## config.mk

```make
export PLATFORM = sky130hd
export DESIGN_NAME = imem_boot_ctrl_flat
export DESIGN_NICKNAME = d
export VERILOG_FILES = /design/src/rtl/imem_boot_ctrl_pkg.sv /design/src/rtl/imem_boot_ctrl_if.sv /design/src/rtl/imem_boot_ctrl_packer.sv /design/src/rtl/imem_boot_ctrl.sv /design/src/flat_wrapper.sv
export SDC_FILE = /design/constraint.sdc
export NUM_CORES = 1
export LEC_CHECK = 0
export CELL_PAD_IN_SITES_DETAIL_PLACEMENT = 1
export CELL_PAD_IN_SITES_GLOBAL_PLACEMENT = 1
export CORE_ASPECT_RATIO = 1.2
export CORE_UTILIZATION = 35
export CTS_CLUSTER_DIAMETER = 120
export DETAILED_ROUTE_END_ITERATION = 12
export PLACE_DENSITY = 0.75
export SLEW_MARGIN = 5
export SYNTH_ARGS = -nofsm -noshare
export SYNTH_HDL_FRONTEND = slang
export SYNTH_SLANG_ARGS = --single-unit
```

## constraint.sdc

```tcl
create_clock -name clk -period 2 [get_ports clk]
set_input_delay 0.4 -clock clk [delete_from_list [all_inputs] [get_ports clk]]
set_output_delay 0.4 -clock clk [all_outputs]
set_load 0.02 [all_outputs]
```

## src/rtl/imem_boot_ctrl_pkg.sv

```systemverilog
// imem_boot_ctrl_pkg: shared FSM states and constants for the boot loader (CHK only with IMEM_BOOT_CHECKSUM_EN)
package imem_boot_ctrl_pkg;
    localparam int BYTES_PER_WORD = 4;
    localparam int DEF_ADDR_W = 3;
    localparam int LANE_W = $clog2(BYTES_PER_WORD);
`ifdef IMEM_BOOT_CHECKSUM_EN
    typedef enum logic [2:0] {S_IDLE, S_HDR, S_LOAD, S_CHK, S_RUN, S_ERR} state_t;
    localparam state_t S_POST_LOAD = S_CHK;
`else
    typedef enum logic [2:0] {S_IDLE, S_HDR, S_LOAD, S_RUN, S_ERR} state_t;
    localparam state_t S_POST_LOAD = S_RUN;
`endif
endpackage

```

## src/rtl/imem_boot_ctrl_if.sv

```systemverilog
// imem_boot_ctrl_if: byte stream, memory write port and core control of the boot loader
interface imem_boot_ctrl_if import imem_boot_ctrl_pkg::*; #(parameter int ADDR_W = DEF_ADDR_W);
    logic              start;
    logic              rx_valid;
    logic [7:0]        rx_data;
    logic              rx_ready;
    logic              mem_we;
    logic [ADDR_W-1:0] mem_waddr;
    logic [31:0]       mem_wdata;
    logic              cpu_hold;
    logic              done;
    logic              err;
    modport master (
        output start, rx_valid, rx_data,
        input  rx_ready, mem_we, mem_waddr, mem_wdata, cpu_hold, done, err
    );
    modport slave (
        input  start, rx_valid, rx_data,
        output rx_ready, mem_we, mem_waddr, mem_wdata, cpu_hold, done, err
    );
endinterface

```

## src/rtl/imem_boot_ctrl_packer.sv

```systemverilog
// imem_word_packer: assembles little-endian bytes into 32-bit words and flags the completing byte
module imem_word_packer import imem_boot_ctrl_pkg::*; (
    input  logic        clk,
    input  logic        rst,
    input  logic        i_clr,
    input  logic        i_byte_en,
    input  logic [7:0]  i_byte,
    output logic [31:0] o_word,
    output logic        o_word_done
);
    logic [LANE_W-1:0] r_lane;
    logic [31:0]       r_word;
    // o_word already includes the byte being accepted, so the completed word is ready same cycle
    always_comb begin
        o_word = r_word;
        o_word[{r_lane, 3'b000} +: 8] = i_byte;
        o_word_done = i_byte_en && (r_lane == LANE_W'(BYTES_PER_WORD - 1));
    end
    always_ff @(posedge clk) begin
        if (rst || i_clr) begin
            r_lane <= '0;
            r_word <= '0;
        end else if (i_byte_en) begin
            r_word <= o_word;
            r_lane <= r_lane + 1'b1;
        end
    end
endmodule

```

## src/rtl/imem_boot_ctrl.sv

```systemverilog
// imem_boot_ctrl: loads a header-counted byte stream into instruction memory, then releases the core
// Optional IMEM_BOOT_CHECKSUM_EN adds a trailing XOR checksum byte checked in state CHK.
module imem_boot_ctrl import imem_boot_ctrl_pkg::*; #(
    parameter int ADDR_W = DEF_ADDR_W
) (
    input logic clk,
    input logic rst,
    imem_boot_ctrl_if.slave bus
);
    localparam logic [8:0]      DEPTH9 = 9'(2 ** ADDR_W);
    localparam logic [ADDR_W:0] ONE = 1;
    state_t            r_state, w_next;
    logic [ADDR_W:0]   r_n, r_wcnt;
    logic              r_mem_we;
    logic [ADDR_W-1:0] r_waddr;
    logic [31:0]       r_wdata;
    logic              w_xfer, w_start_ok, w_load_en, w_word_done, w_last, w_bad_hdr;
    logic [31:0]       w_word;
`ifdef IMEM_BOOT_CHECKSUM_EN
    logic [7:0]        r_csum;
`endif
    assign w_xfer     = bus.rx_valid && bus.rx_ready;
    assign w_start_ok = bus.start && (r_state == S_IDLE || r_state == S_RUN || r_state == S_ERR);
    assign w_load_en  = w_xfer && r_state == S_LOAD;
    assign w_last     = (r_wcnt + ONE) == r_n;
    assign w_bad_hdr  = (bus.rx_data == 8'd0) || ({1'b0, bus.rx_data} > DEPTH9);
    imem_word_packer u_packer (
        .clk(clk),
        .rst(rst),
        .i_clr(w_start_ok),
        .i_byte_en(w_load_en),
        .i_byte(bus.rx_data),
        .o_word(w_word),
        .o_word_done(w_word_done)
    );
    always_comb begin
        w_next = r_state;
        case (r_state)
            S_IDLE, S_RUN, S_ERR: w_next = bus.start ? S_HDR : r_state;
            S_HDR:  w_next = w_xfer ? (w_bad_hdr ? S_ERR : S_LOAD) : S_HDR;
            S_LOAD: w_next = (w_word_done && w_last) ? S_POST_LOAD : S_LOAD;
`ifdef IMEM_BOOT_CHECKSUM_EN
            S_CHK:  w_next = w_xfer ? ((bus.rx_data == r_csum) ? S_RUN : S_ERR) : S_CHK;
`endif
            default: w_next = S_IDLE;
        endcase
    end
    always_ff @(posedge clk) begin
        if (rst) begin
            r_state  <= S_IDLE;
            r_n      <= '0;
            r_wcnt   <= '0;
            r_mem_we <= 1'b0;
            r_waddr  <= '0;
            r_wdata  <= '0;
        end else begin
            r_state  <= w_next;
            r_mem_we <= w_word_done;
            if (r_state == S_HDR && w_xfer)
                r_n <= bus.rx_data[ADDR_W:0];
            if (w_start_ok)
                r_wcnt <= '0;
            else if (w_word_done) begin
                r_waddr <= r_wcnt[ADDR_W-1:0];
                r_wdata <= w_word;
                r_wcnt  <= r_wcnt + ONE;
            end
        end
    end
`ifdef IMEM_BOOT_CHECKSUM_EN
    always_ff @(posedge clk) begin
        if (rst || w_start_ok)
            r_csum <= '0;
        else if (w_load_en)
            r_csum <= r_csum ^ bus.rx_data;
    end
    assign bus.rx_ready = r_state == S_HDR || r_state == S_LOAD || r_state == S_CHK;
`else
    assign bus.rx_ready = r_state == S_HDR || r_state == S_LOAD;
`endif
    assign bus.mem_we    = r_mem_we;
    assign bus.mem_waddr = r_waddr;
    assign bus.mem_wdata = r_wdata;
    assign bus.cpu_hold  = r_state != S_RUN;
    assign bus.done      = r_state == S_RUN;
    assign bus.err       = r_state == S_ERR;
endmodule

```

## src/flat_wrapper.sv

```systemverilog
// flat-port wrapper written by rule: the top's interface ports become plain ports
module imem_boot_ctrl_flat import imem_boot_ctrl_pkg::*;
#(
    parameter int ADDR_W = DEF_ADDR_W
)
  (clk, rst, bus_start, bus_rx_valid, bus_rx_data, bus_rx_ready, bus_mem_we, bus_mem_waddr, bus_mem_wdata, bus_cpu_hold, bus_done, bus_err);
  imem_boot_ctrl_if #(.ADDR_W(ADDR_W)) bus_i ();
  input logic clk;
  input logic rst;
  input wire logic [$bits(bus_i.start)-1:0] bus_start;
  input wire logic [$bits(bus_i.rx_valid)-1:0] bus_rx_valid;
  input wire logic [$bits(bus_i.rx_data)-1:0] bus_rx_data;
  output wire logic [$bits(bus_i.rx_ready)-1:0] bus_rx_ready;
  output wire logic [$bits(bus_i.mem_we)-1:0] bus_mem_we;
  output wire logic [$bits(bus_i.mem_waddr)-1:0] bus_mem_waddr;
  output wire logic [$bits(bus_i.mem_wdata)-1:0] bus_mem_wdata;
  output wire logic [$bits(bus_i.cpu_hold)-1:0] bus_cpu_hold;
  output wire logic [$bits(bus_i.done)-1:0] bus_done;
  output wire logic [$bits(bus_i.err)-1:0] bus_err;
  assign bus_i.start = bus_start;
  assign bus_i.rx_valid = bus_rx_valid;
  assign bus_i.rx_data = bus_rx_data;
  assign bus_rx_ready = bus_i.rx_ready;
  assign bus_mem_we = bus_i.mem_we;
  assign bus_mem_waddr = bus_i.mem_waddr;
  assign bus_mem_wdata = bus_i.mem_wdata;
  assign bus_cpu_hold = bus_i.cpu_hold;
  assign bus_done = bus_i.done;
  assign bus_err = bus_i.err;
  imem_boot_ctrl #(.ADDR_W(ADDR_W)) u_core (.clk(clk), .rst(rst), .bus(bus_i));
endmodule
```

==> summary.txt <==
Route
  • Vias per inst: 5.287
  • Total number of vias: 2,892
  • First-pass iteration count of the detailed router: 4
  • Antenna Nets Post-Route: 0
  • DR WL/cell: between 15 and 20 um
  • DRC: 0
  • Initial DRC count: 102
  • Final WL: about 8800 um

Clocking
  • Clock sink total: 73
  • CTS tree: yes
  • Clock network latency to the later pin of the worst-skew pair: ~0.36 ns
  • Clock-pin slew on the worst setup and hold paths: 0.07 ns
  • Hold buffers post-CTS: 0
  • Clk buf depth: 2
  • H-tree depth: 3
  • Clock buffer count from CTS: 9
  • Post-CTS setup buffer count: 0
  • Root buffer cell: clkbuf_8

STA
  • Setup violators final: 0
  • Post-route minimum period: 1.926 ns
  • WHS: 0.4551 ns
  • Clk_skew: around 0.0075 ns
  • Worst slew pin tran: 0.4048 ns
  • Relative slew margins: 0.7302
  • Setup TNS: 0 ns
  • Final Hold Vio Count: 0
  • Fmax achieved: 519.3 MHz
  • Slew Limit Fails: 0
  • RSZ-0062 raised after global routing: no
  • Crit share post-route: 0.9628

Yosys
  • Avg Cell Area, Syn: 8.285 um^2
  • Post-Syn Area: 3107 um^2
  • Top cells by area, synth: dfxtp_1 47%, a221oi_1 6.8%, nand2_1 6.5%, a21oi_1 6.1%, nor2_1 5.0%
  • Post-synthesis sequential area ratio: 0.4704
  • Yosys Warn Count: 0
  • Synth cell types: 31
  • Leading area contributor after synthesis: dfxtp_1
  • Syn Inst Count: 375
  • Syn nets: 393
  • Share of the synthesized area in the top cell type: 0.4704
  • Post-synthesis register bit count: 73

Flow run
  • Max-cap viol count: 0

Global route
  • Largest net degree at the start of global routing: 38
  • Initial antenna violation count: 0
  • Total global routing overflow: 0
  • First-pass GRT wire length: 14,300 um
  • GRT Resource Usage Total: 0.2036
  • Number of global-route vias before repair: 2,897

Critical path
  • CP arrival: 1.53 ns
  • Crit end category: primary output
  • Max Fanout on Critical Path: 5
  • CP Launch Type: register
  • Crit Path Class: register to primary output
  • Required time worst endpoint: 1.60 ns

Layout
  • Nets: 443
  • Most common library cell in the layout ignoring fill and taps: dfxtp_1
  • Layout cells sized above 1: 0.1140
  • Commonest cells after routing, fill and taps aside: 72 x dfxtp_1, 54 x nand2_1, 47 x clkdlybuf4s50_1
  • Antenna cell count: 0
  • Final Instance Area: between 4000 and 5000 um^2
  • Area growth syn-to-layout: 29.60%

Pwr
  • Leakage power: 1.429 nW
  • Net switching power: 0.6588 mW
  • Sw Share: 0.2302
  • Peak supply drop: 0.0003363 V
  • Combinational fraction of design power: 0.056
  • Clock share of power: 0.431
  • Internal power: 2.203 mW
  • Seq pwr share: 0.513
  • Power density over cell area: a little over 700 nW/um^2
  • Tot Pwr: about 2.9 mW

Placed design
  • DP Area: approximately 3800 um^2
  • Detail Placement HPWL: slightly above 6000 um
  • GP Congestion: ~0.82
  • Buffers on Ports: 51

Floorplan
  • # rows: 37
  • Die Ht: 105.2 um
  • Die area: 9259 um^2
  • IO Pins: 52
  • Initial core utilization: 0.3608
  • Chip Width: roughly 90 um
  • Core area: 8611 um^2

Hold path
  • Hold Path Class: register to register

Outcome
  • Outcome: finished, final reports clean
## power groups by stage
stage          clock [mW]  sequential [mW]  combinational [mW]
6_report             1.23             1.47               0.160
5_1_grt              1.31             1.47               0.173
4_1_cts              1.24             1.47               0.163
3_5_place_dp            0             1.50               0.162
3_3_place_gp            0             1.50               0.158
2_1_floorplan           0             1.50              0.0899
## critical path, cell delays in order, from the launching register on
cell and delay [ns]:
dfxtp_1 0.43, inv_1 0.10, nor2_1 0.17, nand2_1 0.08, inv_1 0.07, dlygate4sd2_1 0.32
## area by class of cell
cell class	instances	area [um^2]
Fill cell	1044	4584
Timing Repair Buffer	76	721.9
Inverter	8	30.03
Clock buffer	12	165.2
Tap cell	117	146.4
Sequential cell	73	1463
Clock inverter	4	50.05
Multi-Input combinational cell	257	1450
## registers in the layout, indices dropped and copies added (netlist names)
name,flops
u_core.r_n,4
u_core.bus.mem_we,1
u_core.r_state,3
u_core.u_packer.r_lane,2
u_core.r_wcnt,4
u_core.bus.mem_wdata,32
u_core.bus.mem_waddr,3
u_core.u_packer.r_word,24
## metrics by stage
step | cells | utilization | setup WS (ns)
finish | 547 | 0.4676 | 0.07432
global placement | 531 | 0.4422 | -0.01853
floorplan | 375 | - | 0.01984
CTS | 547 | 0.4672 | 0.01981
detailed placement | 531 | 0.4422 | -0.07495
global route | 547 | 0.4676 | 0.005925
## cells in the mapped netlist, drive strengths merged
master	n
nor4	1
ha	6
dfxtp	73
a32oi	1
and2	9
nor2	41
or4	1
and3	1
and4bb	1
o21ai	2
a211oi	1
mux2i	4
a221oi	24
nand3	29
nor3b	2
xor2	3
buf	17
clkbuf	20
nor3	25
a21oi	38
a32o	1
xnor2	9
inv	8
nand2	55
nor4bb	2
and3b	1
## worst paths after layout
path / startpoint / to / slack (ns) / cells after the start
worst min-delay path: u_core.u_packer.r_word[14]$_SDFFE_PP0P_ / u_core.u_packer.r_word[14]$_SDFFE_PP0P_ / 0.46 / 2
worst max-delay path: u_core.r_state[1]$_SDFFE_PP0P_ / bus_done / 0.07 / 5
worst min register to register: u_core.u_packer.r_word[14]$_SDFFE_PP0P_ / u_core.u_packer.r_word[14]$_SDFFE_PP0P_ / 0.46 / 2
worst max register to register: u_core.u_packer.r_lane[1]$_SDFFE_PP0P_ / u_core.bus.mem_wdata[24]$_SDFFE_PP0P_ / 0.14 / 7
## per-layer routing
layer  vias to the layer above  GRT usage  share of wire  wire [um]
met5                         -          0              0          0
met4                         0    0.08665          0.018        162
met3                        13    0.03160          0.043        382
met2                        61     0.3405           0.51       4480
met1                      1434     0.2545           0.43       3765
li1                       1384          -              -          -
## logic make-up (layout without fill, tap and decap cells)
family                     after synthesis  after routing  synth area share
AOI/OAI and AO/OA                       67             67            0.1422
xor gates and xnor gates                12             12           0.03383
adders and majority gates                6              6           0.02416
buffers and inverters                   45            100           0.06404
DFF                                     73             73            0.4704
muxes                                    4              4           0.01289
and+or+nand+nor                        168            168            0.2525
## timing repair
item                                    4_1_cts  5_1_grt
resized for setup                             5        2
endpoints found under the setup margin        4        2
hold endpoints to repair                      0        0
(Power assumes the default switching activity.)
